File: src/rtl/mesh_driver.sv
// Edge-terminal stimulus driver for the mesh_gnrtr router mesh: accepts agent transactions,
// drops those addressed to non-terminals, and queues legal packets in a fall-through FIFO.
module mesh_driver #(
  parameter int ROWS       = 2,
  parameter int COLUMS     = 2,
  parameter int pckg_sz    = 20,
  parameter int fifo_depth = 4,
  parameter int DRV_ID     = 0
) (
  input  logic                            clk,
  input  logic                            reset,
  input  logic                            in_valid,
  output logic                            in_ready,
  input  logic [7:0]                      in_nxt_jump,
  input  logic [3:0]                      in_id_row,
  input  logic [3:0]                      in_id_col,
  input  logic                            in_mode,
  input  logic [pckg_sz-18:0]             in_dato,
  output logic [pckg_sz-1:0]              data_out_i_in,
  output logic                            pndng_i_in,
  input  logic                            popin,
  output logic [$clog2(fifo_depth+1)-1:0] count,
  output logic                            bad_dest,
  output logic [15:0]                     sent_cnt,
  output logic [7:0]                      drv_id
);

  localparam int CW = $clog2(fifo_depth + 1);
  localparam int PW = (fifo_depth > 1) ? $clog2(fifo_depth) : 1;
  localparam logic [3:0] ROW_LAST = 4'(ROWS + 1);
  localparam logic [3:0] COL_LAST = 4'(COLUMS + 1);
  localparam logic [3:0] ROW_MAX  = 4'(ROWS);
  localparam logic [3:0] COL_MAX  = 4'(COLUMS);

  logic [pckg_sz-1:0] mem [fifo_depth];
  logic [PW-1:0]      wr_ptr;
  logic [PW-1:0]      rd_ptr;
  logic [CW-1:0]      count_nxt;
  logic [pckg_sz-1:0] pkt;
  logic               full;
  logic               pop;
  logic               accept;
  logic               legal;
  logic               wr;

  // Only terminals on the mesh rim (excluding the four corners) are reachable targets.
  function automatic logic is_terminal(input logic [3:0] row, input logic [3:0] col);
    logic edge_row;
    logic edge_col;
    edge_row = ((row == 4'd0) || (row == ROW_LAST)) && (col >= 4'd1) && (col <= COL_MAX);
    edge_col = ((col == 4'd0) || (col == COL_LAST)) && (row >= 4'd1) && (row <= ROW_MAX);
    return edge_row || edge_col;
  endfunction

  function automatic logic [PW-1:0] ptr_inc(input logic [PW-1:0] ptr);
    if (ptr == PW'(fifo_depth - 1)) return '0;
    return ptr + PW'(1);
  endfunction

  assign drv_id   = 8'(DRV_ID);
  assign pkt      = {in_nxt_jump, in_id_row, in_id_col, in_mode, in_dato};
  assign full     = (count == CW'(fifo_depth));
  assign pop      = popin && pndng_i_in;
  assign in_ready = reset && (!full || pop);
  assign accept   = in_valid && in_ready;
  assign legal    = is_terminal(in_id_row, in_id_col);
  assign wr       = accept && legal;

  always_comb begin
    count_nxt = count;
    if (wr && !pop) count_nxt = count + CW'(1);
    else if (pop && !wr) count_nxt = count - CW'(1);
  end

  // Storage stage: data only, no reset needed since reads are gated by pndng_i_in.
  always_ff @(posedge clk) begin
    if (wr) mem[wr_ptr] <= pkt;
  end

  // Control stage: pointers, occupancy and status flags.
  always_ff @(posedge clk or negedge reset) begin
    if (!reset) begin
      wr_ptr     <= '0;
      rd_ptr     <= '0;
      count      <= '0;
      pndng_i_in <= 1'b0;
      bad_dest   <= 1'b0;
      sent_cnt   <= '0;
    end else begin
      if (wr) wr_ptr <= ptr_inc(wr_ptr);
      if (pop) begin
        rd_ptr   <= ptr_inc(rd_ptr);
        sent_cnt <= sent_cnt + 16'd1;
      end
      count      <= count_nxt;
      pndng_i_in <= (count_nxt != '0);
      bad_dest   <= accept && !legal;
    end
  end

  assign data_out_i_in = pndng_i_in ? mem[rd_ptr] : '0;

endmodule

File: config.mk
export PLATFORM = sky130hd
export DESIGN_NAME = mesh_driver
export DESIGN_NICKNAME = d
export VERILOG_FILES = /design/src/rtl/mesh_driver.sv
export SDC_FILE = /design/constraint.sdc
export NUM_CORES = 1
export LEC_CHECK = 0
export ABC_AREA = 0
export BUFFER_PORTS_ARGS = -buffer_cell sky130_fd_sc_hd__buf_4
export CAP_MARGIN = 15
export CORE_MARGIN = 2
export CORE_UTILIZATION = 35
export CTS_BUF_LIST = sky130_fd_sc_hd__clkbuf_2
export CTS_CLUSTER_SIZE = 24
export DETAILED_ROUTE_END_ITERATION = 8
export PLACE_DENSITY_LB_ADDON = 0.1
export SETUP_SLACK_MARGIN = 0.15
export SYNTH_ARGS = -nofsm -noshare
export SYNTH_HDL_FRONTEND = slang
export SYNTH_SLANG_ARGS = --single-unit
export TNS_END_PERCENT = 5
File: constraint.sdc
create_clock -name clk -period 3.7 [get_ports clk]
set_input_delay 0.185 -clock clk [delete_from_list [all_inputs] [get_ports clk]]
set_output_delay 0.185 -clock clk [all_outputs]
set_load 0.01 [all_outputs]
# Yosys cells after proc, flatten, opt, wreduce, memory -nomap -nowiden
# Memory sizes are Yosys's and may differ from the RTL's.
# Cells that the tools add are included.
[word_totals] ramBits=80 register_bits=25 input_bits=24 mem_count=1 wordCells=56 out_inout_bits=50 latchBits=0 rom_bits=0
[memory_table] memory="mem" words=4 word_bits=20 read_ports=1 rd_clocked_by_memory_dff=0 wr=1 line_no="35" text="logic [pckg_sz-1:0] mem [fifo_depth];"
[op_classes] n_div=0 n_lt_le_gt_ge=4 shifts=0 bitwise=0 n_reduce_logical=22 n_mux=13 n_eq_ne=5 addsub=5 mul=0
[ops] cell="2-to-1 mux 20 bit" count=1
[ops] cell="adder 16 x 1 -> 16 bit, second input constant" count=1
[ops] cell="logical AND 1 bit" count=11
[ops] cell="== test 4 x 2 -> 1 bit, second input constant" count=2
[ops] cell="greater-or-equal comparator 4 x 1 -> 1 bit, second input constant" count=2
[ops] cell="<= comparator 4 x 2 -> 1 bit, second input constant" count=2
[ops] cell="logical NOT 4 bit" count=2
[ops] cell="2-to-1 mux 2 bit" count=4
[ops] cell="2-to-1 mux 1 bit" count=6
[ops] cell="2-to-1 mux 3 bit" count=2
[ops] cell="adder 2 x 1 -> 2 bit, second input constant" count=2
[ops] cell="== test 2 bit, second input constant" count=2
[ops] cell="logical NOT 1 bit" count=4
[ops] cell="logical OR 1 bit" count=4
[ops] cell="adder 3 x 1 -> 3 bit, second input constant" count=1
[ops] cell="== test 3 bit, second input constant" count=1
[ops] cell="nonzero test 3 bit" count=1
[ops] cell="subtractor 3 x 1 -> 3 bit, second input constant" count=1

# Longest topological paths before layout
[logic_depth] ltp_word=11 mapped_depth=7 mapped_depth_nobuf=7

# Worst setup path after synthesis
# OpenSTA, ideal clock, no wires.
[synth_path] path_type="register to register" startpoint="register count[0]" endpoint="memory mem[3][0] (enable)" arrival_time_ps=1945 required_ps=3322 path_slack_ps=1377 setup_ps=378 n_path_buf=0 period_less_slack_ps=2323 stages_incl_launch_ff=7 path_cell_list="dfrtp_1 inv_1 ha_1 ha_1 a211o_2 nor2_2 and2_1"
[synth_via] elab_chain_len=8
[synth_lines] item="start: declaration" line_no="22" text="output logic [$clog2(fifo_depth+1)-1:0] count,"
[synth_lines] item="start signal: assignment" line_no="95" text="count <= count_nxt;"
[synth_lines] item="== test 3 bit" line_no="62" text="assign full = (count == CW'(fifo_depth));"
[synth_lines] item="logical NOT 1 bit" line_no="64" text="assign in_ready = reset && (!full || pop);"
[synth_lines] item="logical OR 1 bit" line_no="64"
[synth_lines] item="logical AND 1 bit" line_no="64"
[synth_lines] item="logical AND 1 bit" line_no="65" text="assign accept = in_valid && in_ready;"
[synth_lines] item="logical AND 1 bit" line_no="67" text="assign wr = accept && legal;"
[synth_lines] item="2-to-1 mux 1 bit" line_no="77" text="if (wr) mem[wr_ptr] <= pkt;"
[synth_lines] item="2-to-1 mux 1 bit (not written as such)" line_no="77"
[synth_lines] item="end: declaration" line_no="35"
# No other way between the ends.

# Worst setup path in the final report
[layout_path] startpoint="register rd_ptr[1]" endpoint="output data_out_i_in[9]"
[layout_via] elab_chain_len=2
[layout_lines] item="start: declaration" line_no="37" text="logic [PW-1:0] rd_ptr;"
[layout_lines] item="start signal: assignment" line_no="92" text="rd_ptr <= ptr_inc(rd_ptr);"
[layout_lines] item="memory (4 x 20 bit)"
[layout_lines] item="2-to-1 mux 20 bit" line_no="101" text="assign data_out_i_in = pndng_i_in ? mem[rd_ptr] : '0;"
[layout_lines] item="end: declaration" line_no="19" text="output logic [pckg_sz-1:0] data_out_i_in,"
# No other way between the ends.

==> reports/metrics.yaml <==
status: "completed"
pre_cts_ws_ps: 1143
grt_setup_unrepaired: "false"
place.gp.congestion: 0.7176
floorplan_die_height_um: 116.9
max_cap_viol_count: 0
finish.net_count: 400
ys.flop_type: "edfxtp_1"
worst-endpoint-arrival_ps: 2420
startpoint_type: "flip-flop"
yosysSeqAreaShare_pct: 67.84
largest_net_degree_at_the_start_of_global_routing: 26
synth_simple_gate_area_share_pct: 9.616
post_synth.cell_area_avg_sq_um: 16.65
final.setup_skew_ps: 23.95
detailed_route_vias_per_instance: 4.537
wl_per_cell_um: 15.64
worst-setup-path-type: "flip-flop to primary output"
leakage_nw: 2.120
synth_enable_flop_cells: 80
drt_first_pass_iters: 4
total_power_mw: 3.241
cts.sinks: 105
synth-compound-area-share_pct: 2.551
fp.dieArea_sq_um: 13670
vdd.ir_drop.worst_mv: 0.2815
cts.clk_slew.worst_paths_ps: 280
tightestPinTransition_ps: 1027
drt-initial-drc-count: 125
timing.final.setup_violations: 0
tritoncts: "built"
cts_max_path_buffers: 2
start_util_pct: 35.66
synthMuxAreaShare_pct: 10.32
fin_area_sq_um: 5560
cp_cell_sequence: "mux4_2 > and2_1 > buf_4"
final.period_utilization_pct: 70.33
post-dp-hpwl_um: 5578
drc: 0
ys_warn_count: 0
wp_buf_inv: 1
core.rowCount: 41
nFillCells: 1176
critical_path.top_delay_family: "flip-flops"
boundaryPins: 74
min_period_ps: 2602
cts_htree_levels: 3
synthAdderAreaFrac_pct: 2.523
synthArstFlopShare_pct: 23.81
finalWirelength_um: 8507
cts_hold_buf: 24
whs_ps: 352.3
synth_top_family_by_area: "multiplexers"
seq_area_sq_um: 3028
track_usage_pct: 13.30
max_stage_delay_ps: 1090
cts_made_buffers: 9
worstPathMaxFanout: 22
num_antenna_cells: 0
wire_length_of_the_first_global_routing_pass_um: 13480
timing_max_transition_violations_final: 0
synth.distinct_cells: 42
io_buffers: 65
postRouteAntennaNets: 0
post_cts_repair_setup_buffers: 0
crit_required_ps: 3510
clock_latency_ps: 570
postSynthCellCount: 268
multi_input_comb_area_sq_um: 1328
chipWidth_um: 116.9
placedInstanceArea_sq_um: 5137
final_hold_vios: 0
area_delta_synth_final_pct: 24.59
finalWorstSetupSlack_ps: 1098
post_cts_resize_count: 0
remaining_overflow_grt: 0
antenna_found_initial: 0
maxSlewHeadroom_pct: 31.56
pwr_density_cell_nw_per_um2: 582.8
vias_in_the_first_global_route: 2526
synth_area_sq_um: 4463
setup-tns-final_ps: 0
synth.ff_latch_count: 105
max_clock_freq_mhz: 384.3
routed-via-count: 2468
worst_path_max_delay_cell: "dfrtp_1"
holdCritPathClass: "primary input to flip-flop"
core-area_sq_um: 12520
critical_path.endpoint_type: "primary output"
clockRootBuffer: "clkbuf_2"
r2r_slack_ps: 1180
layout-drive-gt1-share_pct: 30.91
synth_area_in_xor_xnor_pct: 4.065
## sequential cells by signal, summed over array words and instances (netlist names)
register / flops
wr_ptr: 2
rd_ptr: 2
bad_dest: 1
count: 3
sent_cnt: 16
pndng_i_in: 1
mem: 80
## report_power, final
group          internal [mW]  switching (mW)
Sequential              1.34           0.128
Combinational          0.644           0.476
Clock                  0.290           0.363
## metrics by stage
step                      std cells  util [%]
after CTS                       543     44.34
after global routing            544     44.42
after detailed placement        503     41.04
after floorplan                 275         -
after global placement          503     41.04
final                           544     44.42
## cells in the mapped netlist (all sizes together) (2+ instances only)
library cell   n  area (sq um)
a21o           2         15.01
xor2           2         17.52
nor2           8         32.54
a21boi         3         22.52
o21ai          2         10.01
clkbuf         4         15.01
buf           12         92.59
nand3          4         20.02
nand2         22         82.58
and2          25         156.4
nand4          4         25.02
dfrtp         25         625.6
ha             9         112.6
inv            7         26.28
mux4          20         450.4
xnor2         16         140.1
edfxtp        80          2402
nor3           3         15.01
## path summary, 6_finish.rpt
path | startpoint | to | cells past startpoint
setup / recovery | rd_ptr[1] | data_out_i_in[9] | 3
hold / removal | in_nxt_jump[5] | mem[0][17] | 2
setup reg to reg | count[0] | mem[2][3] | 7
hold reg to reg | sent_cnt[15] | sent_cnt[15] | 1
max in group asynchronous | reset | wr_ptr[1] | 4
min in group asynchronous | reset | sent_cnt[9] | 4
## area by class of cell
type | count | area share (%)
Timing Repair Buffer | 97 | 14.40
Tap cell | 172 | 3.870
Inverter | 7 | 0.4725
Clock inverter | 7 | 2.115
Sequential cell | 105 | 54.46
Multi-Input combinational cell | 147 | 23.87
Clock buffer | 9 | 0.8101
## placed cells by master, fill, tap and decap left out, types with 2 or more instances in the layout
| master | n |
|---|---|
| ha_1 | 9 |
| nand4_1 | 4 |
| bufinv_16 | 3 |
| xor2_1 | 2 |
| xnor2_1 | 16 |
| conb_1 | 8 |
| and2_1 | 25 |
| clkbuf_2 | 9 |
| clkinvlp_4 | 2 |
| nand2_1 | 22 |
| nand3_1 | 4 |
| edfxtp_1 | 80 |
| a21boi_0 | 2 |
| a21o_1 | 2 |
| nor3_1 | 3 |
| buf_4 | 72 |
| o21ai_0 | 2 |
| inv_1 | 7 |
| mux4_2 | 20 |
| dfrtp_1 | 25 |
| nor2_1 | 7 |
| dlygate4sd3_1 | 24 |
## kinds of logic after synthesis
group,count (synthesis)
buffers and inverters,23
other,1
XOR/XNOR,19
AO/OA/AOI/OAI,14
adder cells (fa/ha/maj),9
multiplexers,21
AND/OR/NAND/NOR,76
flip-flops,105
## layer usage
layer  up-vias  global-route usage, %  wire length (um)
met4         0                  3.529                86
met2        64                  22.16              4147
met1      1215                  17.20              3893
met3         7                  3.862               379
met5         -                      0                 0
li1       1182                      -                 -
No activity file was read; power rests on OpenSTA's default activity.
